**src/rtl/elevator_call_panel.sv**
```systemverilog
// Floor call panel: key sync, pending-call latch, door open/dwell/close FSM.
// Optional ELEVATOR_CALL_CANCEL_EN: a second press on a pending floor cancels it.
module elevator_call_panel #(
  parameter int FLOORS = 10,
  parameter int DWELL  = 8
) (
  input  logic              CLK,
  input  logic              Reset,
  input  logic [FLOORS-1:0] key_in,
  input  logic [3:0]        Layer,
  output logic [FLOORS-1:0] buttons,
  output logic              door_open,
  output logic [3:0]        req_cnt
);

  typedef enum logic [1:0] {
    IDLE,
    OPEN,
    CLOSE
  } state_t;

  localparam logic [3:0] DW1 = 4'(DWELL - 1);

  state_t state, state_nxt;

  logic [FLOORS-1:0] s1, s2, s3;
  logic [FLOORS-1:0] rise, layer_hot;
  logic [FLOORS-1:0] clr, btn_nxt;
  logic [3:0]        cnt, cnt_nxt;
  logic [3:0]        open_layer, open_layer_nxt;
  logic [1:0]        warm;
  logic              door_nxt;
  logic              layer_ok, hit, rise_here;

  function automatic logic [3:0] popcount(input logic [FLOORS-1:0] v);
    logic [3:0] n;
    n = 4'd0;
    for (int i = 0; i < FLOORS; i++) n = n + {3'b000, v[i]};
    return n;
  endfunction

  // warm masks the bogus s2/s3 edge while the chain refills after reset
  always_ff @(posedge CLK or negedge Reset) begin
    if (!Reset) begin
      s1   <= '0;
      s2   <= '0;
      s3   <= '0;
      warm <= 2'd0;
    end else begin
      s1 <= key_in;
      s2 <= s1;
      s3 <= s2;
      if (warm != 2'd3) warm <= warm + 2'd1;
    end
  end

  assign rise      = (warm == 2'd3) ? (s2 & ~s3) : '0;
  assign layer_ok  = int'(Layer) < FLOORS;
  assign layer_hot = layer_ok ? (FLOORS'(1) << Layer) : '0;
  assign hit       = |(buttons & layer_hot);
  assign rise_here = |(rise & layer_hot);

  always_comb begin
    state_nxt      = state;
    cnt_nxt        = cnt;
    door_nxt       = door_open;
    open_layer_nxt = open_layer;
    clr            = '0;
    unique case (state)
      IDLE: begin
        if (hit) begin
          state_nxt      = OPEN;
          door_nxt       = 1'b1;
          cnt_nxt        = DW1;
          open_layer_nxt = Layer;
        end
      end
      OPEN: begin
        if (Layer != open_layer) begin
          state_nxt = IDLE;
          door_nxt  = 1'b0;
          cnt_nxt   = 4'd0;
        end else if (rise_here) begin
          cnt_nxt = DW1;
        end else if (cnt == 4'd0) begin
          state_nxt = CLOSE;
          door_nxt  = 1'b0;
        end else begin
          cnt_nxt = cnt - 4'd1;
        end
      end
      CLOSE: begin
        state_nxt = IDLE;
        if (!rise_here) clr = layer_hot;
      end
      default: state_nxt = IDLE;
    endcase
  end

`ifdef ELEVATOR_CALL_CANCEL_EN
  logic [FLOORS-1:0] cancel;
  // the served floor's own press restarts dwell instead of cancelling
  assign cancel  = rise & buttons &
                   ((state == IDLE) ? {FLOORS{1'b1}} : ~layer_hot);
  assign btn_nxt = ((buttons | rise) & ~cancel) & ~clr;
`else
  assign btn_nxt = (buttons | rise) & ~clr;
`endif

  always_ff @(posedge CLK or negedge Reset) begin
    if (!Reset) begin
      state      <= IDLE;
      cnt        <= 4'd0;
      door_open  <= 1'b0;
      open_layer <= 4'd0;
      buttons    <= '0;
      req_cnt    <= 4'd0;
    end else begin
      state      <= state_nxt;
      cnt        <= cnt_nxt;
      door_open  <= door_nxt;
      open_layer <= open_layer_nxt;
      buttons    <= btn_nxt;
      req_cnt    <= popcount(btn_nxt);
    end
  end

endmodule
```
**config.mk**
```make
export PLATFORM = sky130hd
export DESIGN_NAME = elevator_call_panel
export DESIGN_NICKNAME = d
export VERILOG_FILES = /design/src/rtl/elevator_call_panel.sv
export SDC_FILE = /design/constraint.sdc
export NUM_CORES = 1
export LEC_CHECK = 0
export ABC_AREA = 1
export BUFFER_PORTS_ARGS = -buffer_cell sky130_fd_sc_hd__clkbuf_2
export CAP_MARGIN = 20
export CORE_MARGIN = 1
export CORE_UTILIZATION = 25
export CTS_CLUSTER_SIZE = 12
export DETAILED_ROUTE_END_ITERATION = 8
export HOLD_SLACK_MARGIN = 0.05
export MAX_ROUTING_LAYER = met4
export PLACE_DENSITY = 0.5
export REMOVE_ABC_BUFFERS = 1
export SYNTH_ARGS = -nofsm -noshare
export SYNTH_HDL_FRONTEND = slang
export SYNTH_SLANG_ARGS = --single-unit
```
**constraint.sdc**
```tcl
create_clock -name CLK -period 4.87 [get_ports CLK]
set_input_delay 0.2435 -clock CLK [delete_from_list [all_inputs] [get_ports CLK]]
set_output_delay 0.2435 -clock CLK [all_outputs]
set_load 0.005 [all_outputs]
```
Word level (Yosys, flattened, before mapping)
Cells that the tools add are included.
{ "totals": {"reg_bits": 57, "in_bits": 16, "out_inout_bits": 15} }
{ "classes": {"n_mux": 19, "bitwise_logic": 7, "n_lt_le_gt_ge": 1, "n_addsub": 11, "n_reduce_logical": 9, "shift": 1, "n_eq_ne": 9} }
{ "ops": {"columns": ["operator", "n"], "rows": [
  ["$and 10x10->10", 4],
  ["$mux 10", 4],
  ["$add 4x1->4", 6],
  ["$not 10->10", 2],
  ["$reduce_or 10->1", 2],
  ["$mux 4", 4],
  ["$or 10x10->10", 1],
  ["$shl 1x4->10 const A", 1],
  ["$mux 2", 4],
  ["$pmux 4 s2", 1],
  ["$ne 3x3->1 const B", 2],
  ["$reduce_and 3->1", 2],
  ["$add 3x1->4", 1],
  ["$eq 2x2->1 const B", 2],
  ["$logic_not 4->1", 1],
  ["$lt 4x4->1 const B", 1],
  ["$mux 1", 4],
  ["$ne 2x2->1 const B", 2],
  ["$ne 4x4->1", 1],
  ["$ne 4x4->1 const B", 1],
  ["$pmux 2 s2", 1],
  ["$reduce_and 4->1", 1],
  ["$sub 4x1->4 const B", 1],
  ["$add 2x1->3", 1],
  ["other kinds (7)", 7]
]} }

Longest topological paths before layout
Gate-level depths: netlist of run 1.
{ "logic_depth": {"word_depth": 18, "ltp_mapped": 20, "mapped_depth_nobuf": 18} }

Worst setup path before layout of run 1
Ideal clock, no wire load.
{ "synth_path": {"path_kind": "register to register", "from": "register warm[0]", "to": "register req_cnt[2]", "setup_slack_ps": 1079, "stages_incl_launch_ff": 19, "required_time_ps": 4746, "synth_period_minus_slack_ps": 3791, "arrival_ps": 3667, "path_cell_list": "dfrtp_1 ha_1 buf_2 nand2_1 nor2_1 nand3_1 nand2_1 nor2_2 nand3_2 buf_6 o22ai_1 fa_1 fa_1 fa_1 inv_1 ha_1 inv_1 fa_1 xor2_1"} }
{ "synth_via": {"elab_chain_len": 17} }
{ "synth_rtl": {"columns": ["element", "line_no", "rtl"], "rows": [
  ["from (decl)", "31", "logic [1:0] warm;"],
  ["from (signal assigned)", "53", "if (warm != 2'd3) warm <= warm + 2'd1;"],
  ["$eq 2x2->1 (*)", "57", "assign rise = (warm == 2'd3) ? (s2 & ~s3) : '0;"],
  ["$mux 10 (*)", "57", null],
  ["$and 10x10->10", "61", "assign rise_here = |(rise & layer_hot);"],
  ["$reduce_or 10->1", "61", null],
  ["$mux 10", "94", "if (!rise_here) clr = layer_hot;"],
  ["$mux 10", "69", "unique case (state)"],
  ["$not 10->10", "107", "assign btn_nxt = (buttons | rise) & ~clr;"],
  ["$and 10x10->10 (*)", "107", null],
  ["$add 1x1->2", "38", "for (int i = 0; i < FLOORS; i++) n = n + {3'b000, v[i]};"],
  ["$add 2x1->3", "38", null],
  ["$add 3x1->4", "38", null],
  ["$add 4x1->4 (5 in a row)", "38", null],
  ["$add 4x1->4 (*)", "38", null],
  ["to (signal assigned)", "124", "req_cnt <= popcount(btn_nxt);"],
  ["to (decl)", "13", "output logic [3:0] req_cnt"]
]} }
Mark *: on every way between the ends. The rest lies on a longest branch, timed or not.
A chain may end at the register's enable or synchronous reset.

Worst setup path after layout of run 1
{ "layout_path": {"from": "register warm[0]", "to": "register req_cnt[2]"} }
{ "layout_rtl": {"columns": ["element", "line_no", "rtl"], "rows": [
  ["$eq 2x2->1 (*)", "57", null],
  ["$mux 10 (*)", "57", null],
  ["$and 10x10->10", "61", null],
  ["$reduce_or 10->1", "61", null],
  ["$mux 10", "94", null],
  ["$mux 10", "69", null],
  ["$not 10->10", "107", null],
  ["$and 10x10->10 (*)", "107", null],
  ["named net btn_nxt[7]", "28", "logic [FLOORS-1:0] clr, btn_nxt;"],
  ["$add 4x1->4 (*) (3 in a row)", "38", null]
]} }
Mark *: on every way through the listed nets, which the timed path passes. The rest lies on a longest branch.

==> out/metrics.yaml, run 1 <==
run_status:
  outcome: "completed"
cts:
  ctsLongestPathBuffers: 2
  htree_levels: 3
  cts.sinks: 57
  holdBufCountCts: 10
  root_buffer: "clkbuf_8"
  postCtsResizedCells: 0
  cts.clk_slew.worst_paths_ns: 0.07
  post_cts.repair.setup_buffers: 0
  cts_tree: "built"
  numCtsBuffers: 9
  clk_latency_ns: 0.34
final_layout:
  antenna_cells: 0
  layout-drive-gt1-share: 0.196
  area_delta_synth_final_pct: 23.2
  final_area_mm2: 0.00305
  nNetsFinal: 337
critical_path:
  crit_path_max_fanout: 11
  rr_worst_depth: 18
  crit_buf_inv: 5
  r2r_setup_slack_ns: 0.45
  cp-start-kind: "flop"
  cp.arrival_ns: 4.65
  worst_path_largest_cell_delay_ns: 0.58
  crit_chain: "ha_1, inv_1, nor2_1, nand2_1, nor2_1, nor2_1, nand3_2, inv_2, a31oi_1, fa_1, inv_1, fa_1, fa_1, inv_1, ha_1, inv_1, fa_1, xor2_1"
  crit_type: "reg2reg"
  path_depth: 18
  worst_path_max_delay_cell: "fa_1"
  r2r-end: "req_cnt[2]"
  crit_path_end_kind: "flop"
  worstPathRequired_ns: 5.10
  path_delay_family: "adder cells"
  rr_startpoint: "warm[0]"
global_routing:
  grt_pass1_vias: 1791
  grt_usage: 0.121
  overflow: 0
  grt_max_degree: 58
  grt_pass1_wl_mm: 8.81
  grt_antenna_before_repair: 0
detailed_routing:
  drt_pass1_iterations: 4
  drtAntennaViolNets: 0
  drt_wl_total_mm: 5.17
  drc_errors: 0
  wire_per_inst_um: 11.6
  via_per_inst: 4.02
  vias: 1788
  drtIter0Drc: 94
synthesis:
  synth.most_common_cell: "nand2_1"
  async_flop_share: 1.00
  synth-seq-cells: 57
  netlist_area_mm2: 0.00247
  synth_top_area_share: 0.577
  synth-edff-count: 0
  postSynth.topFlopCell: "dfrtp_1"
  netlist_instances: 261
  yosysUniqueCellTypes: 24
  yosys.area.top_type: "dfrtp_1"
  yosysSeqAreaShare: 0.577
  avgSynthCellArea_um2: 9.48
  synth.area.top_cells: "dfrtp_1 (58%), nand2_1 (10%), nor2_1 (6.2%)"
  synth_commonest_cells: "nand2_1 (68), dfrtp_1 (57), nor2_1 (41)"
  yosysWarnings: 0
placement:
  placed_area_mm2: 0.00278
  place_hpwl_mm: 3.90
  port-buffer-count: 30
  pre_cts_ws_ns: 0.478
  gp_congestion: 0.857
sta:
  layout_min_cycle_time_ns: 4.42
  hold_violations: 0
  setup_viol: 0
  fin_worst_skew_ns: 0.00689
  fmax_mhz: 226
  grt_setup_unrepaired: "false"
  slew_headroom: 0.527
  setup_ws_ns: 0.449
  fin_crit_sh: 0.908
  tns_ns: 0
  holdWs_ns: 0.0424
  finalMaxSlewViolations: 0
  tightestPinTransition_ns: 0.710
die:
  core_area_mm2: 0.00942
  rows: 35
  die_area_mm2: 0.0103
  die_y_um: 101
  initial_core_util: 0.263
  die_w_um: 101
  boundaryPins: 31
job:
  timing.max_cap.violations: 0
pwr:
  leakagePower_nw: 1.50
  peakVddDrop_uv: 187
  power_density_mw_per_mm2: 360
min_path:
  hold_class: "in2async"
[state kept, by name, summed over array words and instances (netlist names), 4 cells and up]
| register | count |
|---|---|
| open_layer | 4 |
| buttons | 10 |
| s1 | 10 |
| req_cnt | 4 |
| s3 | 10 |
| cnt | 4 |
| s2 | 10 |
[worst register-to-register path, cell delays in order, from the launching register on]
cell and delay (ns):
dfrtp_1 0.40, ha_1 0.34, inv_1 0.15, nor2_1 0.05, nand2_1 0.07, nor2_1 0.05, nor2_1 0.23, nand3_2 0.29
inv_2 0.20, a31oi_1 0.16, fa_1 0.58, inv_1 0.05, fa_1 0.49, fa_1 0.42, inv_1 0.07, ha_1 0.16
inv_1 0.06, fa_1 0.37, xor2_1 0.17
[how the worst max path moves through the flow]
stage,startpoint,slack (ns),endpoint
after floorplan,warm[0],0.96,req_cnt[2]
after global placement,warm[0],0.56,req_cnt[2]
after detailed placement,warm[0],0.48,req_cnt[2]
after CTS,warm[0],0.43,req_cnt[2]
after global routing,warm[0],0.15,req_cnt[2]
final,warm[0],0.45,req_cnt[2]
[layout by cell type (no fill, tap or decap), drive strengths merged, types with 2 or more instances in the layout]
cell type,Yosys,final
xor2,7,7
a31oi,3,3
nor3,2,2
nand2,71,71
dlygate4sd3,0,10
fa,6,6
inv,31,32
clkinv,0,4
nand3,16,16
o21ai,7,7
clkbuf,0,40
dfrtp,57,57
ha,4,4
a21oi,3,3
nor2,45,45
o22ai,4,4
[final cells by class]
type / instances / area (µm²)
clock buffer: 10 / 128
clock inverter: 6 / 43.8
tap: 129 / 161
fill: 990 / 6370
multi-input combinational: 171 / 915
timing repair buffer: 41 / 258
sequential: 57 / 1430
inverter: 31 / 116
[metal layers]
metal  wire length, µm  GRT usage  up-vias
li1                  -          -      914
met1              2260      0.139      825
met2              2590      0.190       38
met3               202     0.0386       11
met4               112     0.0580        0
met5                 0          -        -
[cells by family after synthesis]
group	count (synthesis)	synth area share
compound gates	18	0.0425
fa+ha+maj	10	0.0688
xor+xnor	8	0.0283
flops	57	0.577
simple gates	135	0.230
buf+inv	33	0.0536
[power by group]
part	internal, mW	total (mW)	leakage, nW	switching (mW)
logic	0.0645	0.172	0.779	0.107
registers	0.519	0.544	0.636	0.0250
clock network	0.186	0.381	0.0866	0.195
total	0.769	1.10	1.50	0.327
[metrics by stage]
| stage | std cells | power, mW | util |
|---|---|---|---|
| 4_1_cts | 445 | 1.12 | 0.324 |
| 3_3_place_gp | 419 | 0.721 | 0.295 |
| 3_5_place_dp | 419 | 0.721 | 0.295 |
| 5_1_grt | 445 | 1.17 | 0.324 |
| 6_report | 445 | 1.10 | 0.324 |
| 2_1_floorplan | 259 | 0.668 | - |
(Power assumes the default switching activity.)
==> run 2: changes to the inputs <==
Settings changed: MAX_ROUTING_LAYER met4 to unset.
==> run 2 against run 1 <==
Cell count shrank 0.22%; largest power group unchanged; critical path depth is the same; highest routed layer unchanged; clock power grew 14%; maximum frequency grew 1.5%.
==> out/metrics.yaml, run 2 (synthesis gave the netlist of run 1 again) <==
detailed_routing:
  drc_errors: 0  # unchanged
  vias: 1791  # was 1788
  drtIter0Drc: 96  # was 94
  via_per_inst: 4.03  # was 4.02
  drtAntennaViolNets: 0  # unchanged
  drt_wl_total_mm: 5.20  # was 5.17 mm
  wire_per_inst_um: 11.7  # was 11.6 µm
  drt_pass1_iterations: 4  # unchanged
final_layout:
  nNetsFinal: 337  # unchanged
  multiInputGateArea_um2: 915  # unchanged
  fillers: 1016  # was 990
  most-common-layout-cells: "nand2_1 (68), dfrtp_1 (57), nor2_1 (41)"  # unchanged
  finalNonFillerCells: 444  # was 445
  final_common_cell: "nand2_1"  # unchanged
  layout-drive-gt1-share: 0.197  # was 0.196
  area_delta_synth_final_pct: 24.1  # was 23.2%
  antenna_cells: 0  # unchanged
  regArea_mm2: 0.00143  # unchanged
global_routing:
  grt_usage: 0.119  # was 0.121
  grt_max_degree: 58  # unchanged
  grt_pass1_vias: 1833  # was 1791
  overflow: 0  # unchanged
  grt_antenna_before_repair: 0  # unchanged
  grt_pass1_wl_mm: 8.94  # was 8.81 mm
cts:
  htree_levels: 3  # unchanged
  cts.clk_slew.worst_paths_ns: 0.07  # about the same
  cts_tree: "built"  # unchanged
  clk_latency_ns: 0.34  # about the same
  post_cts.repair.setup_buffers: 0  # unchanged
  ctsLongestPathBuffers: 2  # unchanged
  cts.sinks: 57  # unchanged
  numCtsBuffers: 9  # unchanged
  root_buffer: "clkbuf_8"  # unchanged
  postCtsResizedCells: 0  # unchanged
sta:
  fmax_mhz: 230  # was 226 MHz
  tns_ns: 0  # unchanged
  slew_headroom: 0.532  # was 0.527
  fin_worst_skew_ns: 0.00880  # was 0.00689 ns
  setup_viol: 0  # unchanged
  tightestPinTransition_ns: 0.702  # was 0.710 ns
  layout_min_cycle_time_ns: 4.36  # was 4.42 ns
  finalMaxSlewViolations: 0  # unchanged
  hold_violations: 0  # unchanged
  fin_crit_sh: 0.894  # was 0.908
  grt_setup_unrepaired: "false"  # unchanged
pwr:
  clkPwrFrac: 0.378  # was 0.347
  p_seq_frac: 0.473  # was 0.496
  comb_power_share: 0.149  # was 0.156
  netSwitchingFraction: 0.280  # was 0.298
  peakVddDrop_uv: 195  # was 187 µV
  leakagePower_nw: 1.51  # was 1.50 nW
  p_int_mw: 0.830  # was 0.769 mW
  power_density_mw_per_mm2: 375  # was 360 mW/mm²
  switchingPower_mw: 0.322  # was 0.327 mW
die:
  die_area_mm2: 0.0103  # unchanged
  initial_core_util: 0.263  # unchanged
  die_w_um: 101  # unchanged
  rows: 35  # unchanged
  die_y_um: 101  # unchanged
  core_area_mm2: 0.00942  # unchanged
  boundaryPins: 31  # unchanged
placement:
  post-place-cells: 419  # unchanged
  port-buffer-count: 30  # unchanged
  gp_congestion: 0.841  # was 0.857
  place_hpwl_mm: 3.95  # was 3.90 mm
critical_path:
  crit_path_start: "warm[0]"  # unchanged
  cp-start-kind: "flop"  # unchanged
  cp.arrival_ns: 4.58  # was 4.65 ns
  crit_buf_inv: 5  # unchanged
  rr_startpoint: "warm[0]"  # unchanged
  crit_chain: "ha_1, inv_1, nor2_1, nand2_1, nor2_1, nor2_1, nand3_2, inv_2, a31oi_1, fa_1, inv_1, fa_1, fa_1, inv_1, ha_1, inv_1, fa_1, xor2_1"  # unchanged
  worst_path_max_delay_cell: "fa_1"  # unchanged
  worst_path_largest_cell_delay_ns: 0.57  # was 0.58 ns
  crit_type: "reg2reg"  # unchanged
  crit_path_max_fanout: 11  # unchanged
  path_delay_family: "adder cells"  # unchanged
  worstPathRequired_ns: 5.09  # was 5.10 ns
  crit_path_end_kind: "flop"  # unchanged
run_status:
  outcome: "completed"  # unchanged
job:
  timing.max_cap.violations: 0  # unchanged
min_path:
  hold_class: "in2async"  # unchanged
## run 2: area by class of cell
type | instances | share of cell area
clock buffer | 10 | 0.0448
timing repair buffer | 41 | 0.0839
multi-input combinational | 171 | 0.298
clock inverter | 5 | 0.0183
tap | 129 | 0.0526
inverter | 31 | 0.0379
sequential | 57 | 0.465
## run 2: path summary, 6_finish.rpt
check,end,slack (ns),depth (start not counted)
min in group CLK,open_layer[3],0.24,3
setup / recovery,req_cnt[2],0.51,18
hold reg to reg,s2[6],0.35,0
setup reg to reg,req_cnt[2],0.51,18
max in group asynchronous,door_open,4.36,2
hold / removal,s1[4],0.04,2
## run 2: timing repair
item / 4_1_cts / 5_1_grt
endpoints found under the setup margin: 0 / 0
endpoints found under the hold margin: 10 / 0
hold buffers: 10 / 0
## run 2: power groups by stage
stage	sequential, mW	clock, mW	combinational (mW)
floorplan	0.549	0	0.120
global route	0.552	0.474	0.204
finish	0.545	0.435	0.171
CTS	0.546	0.449	0.176
detailed placement	0.555	0	0.168
global placement	0.553	0	0.168
## run 2: stage by stage
| step | power, mW | cell area (µm²) | setup WS (ns) | hold slack (ns) | utilization |
|---|---|---|---|---|---|
| 2_1_floorplan | 0.668 | 2460 | 0.957 | -0.0521 | - |
| 3_3_place_gp | 0.721 | 2780 | 0.576 | 0.331 | 0.295 |
| 3_5_place_dp | 0.723 | 2780 | 0.491 | 0.335 | 0.295 |
| 4_1_cts | 1.17 | 3070 | 0.479 | 0.0680 | 0.326 |
| 5_1_grt | 1.23 | 3070 | 0.206 | 0.0926 | 0.326 |
| 6_report | 1.15 | 3070 | 0.515 | 0.0386 | 0.326 |
## run 2: per-layer routing
metal / global-route usage / vias to the layer above / routed length (µm)
li1: - / 909 / -
met1: 0.136 / 822 / 2260
met2: 0.194 / 44 / 2520
met3: 0.0449 / 16 / 273
met4: 0.0613 / 0 / 147
met5: 0 / - / 0
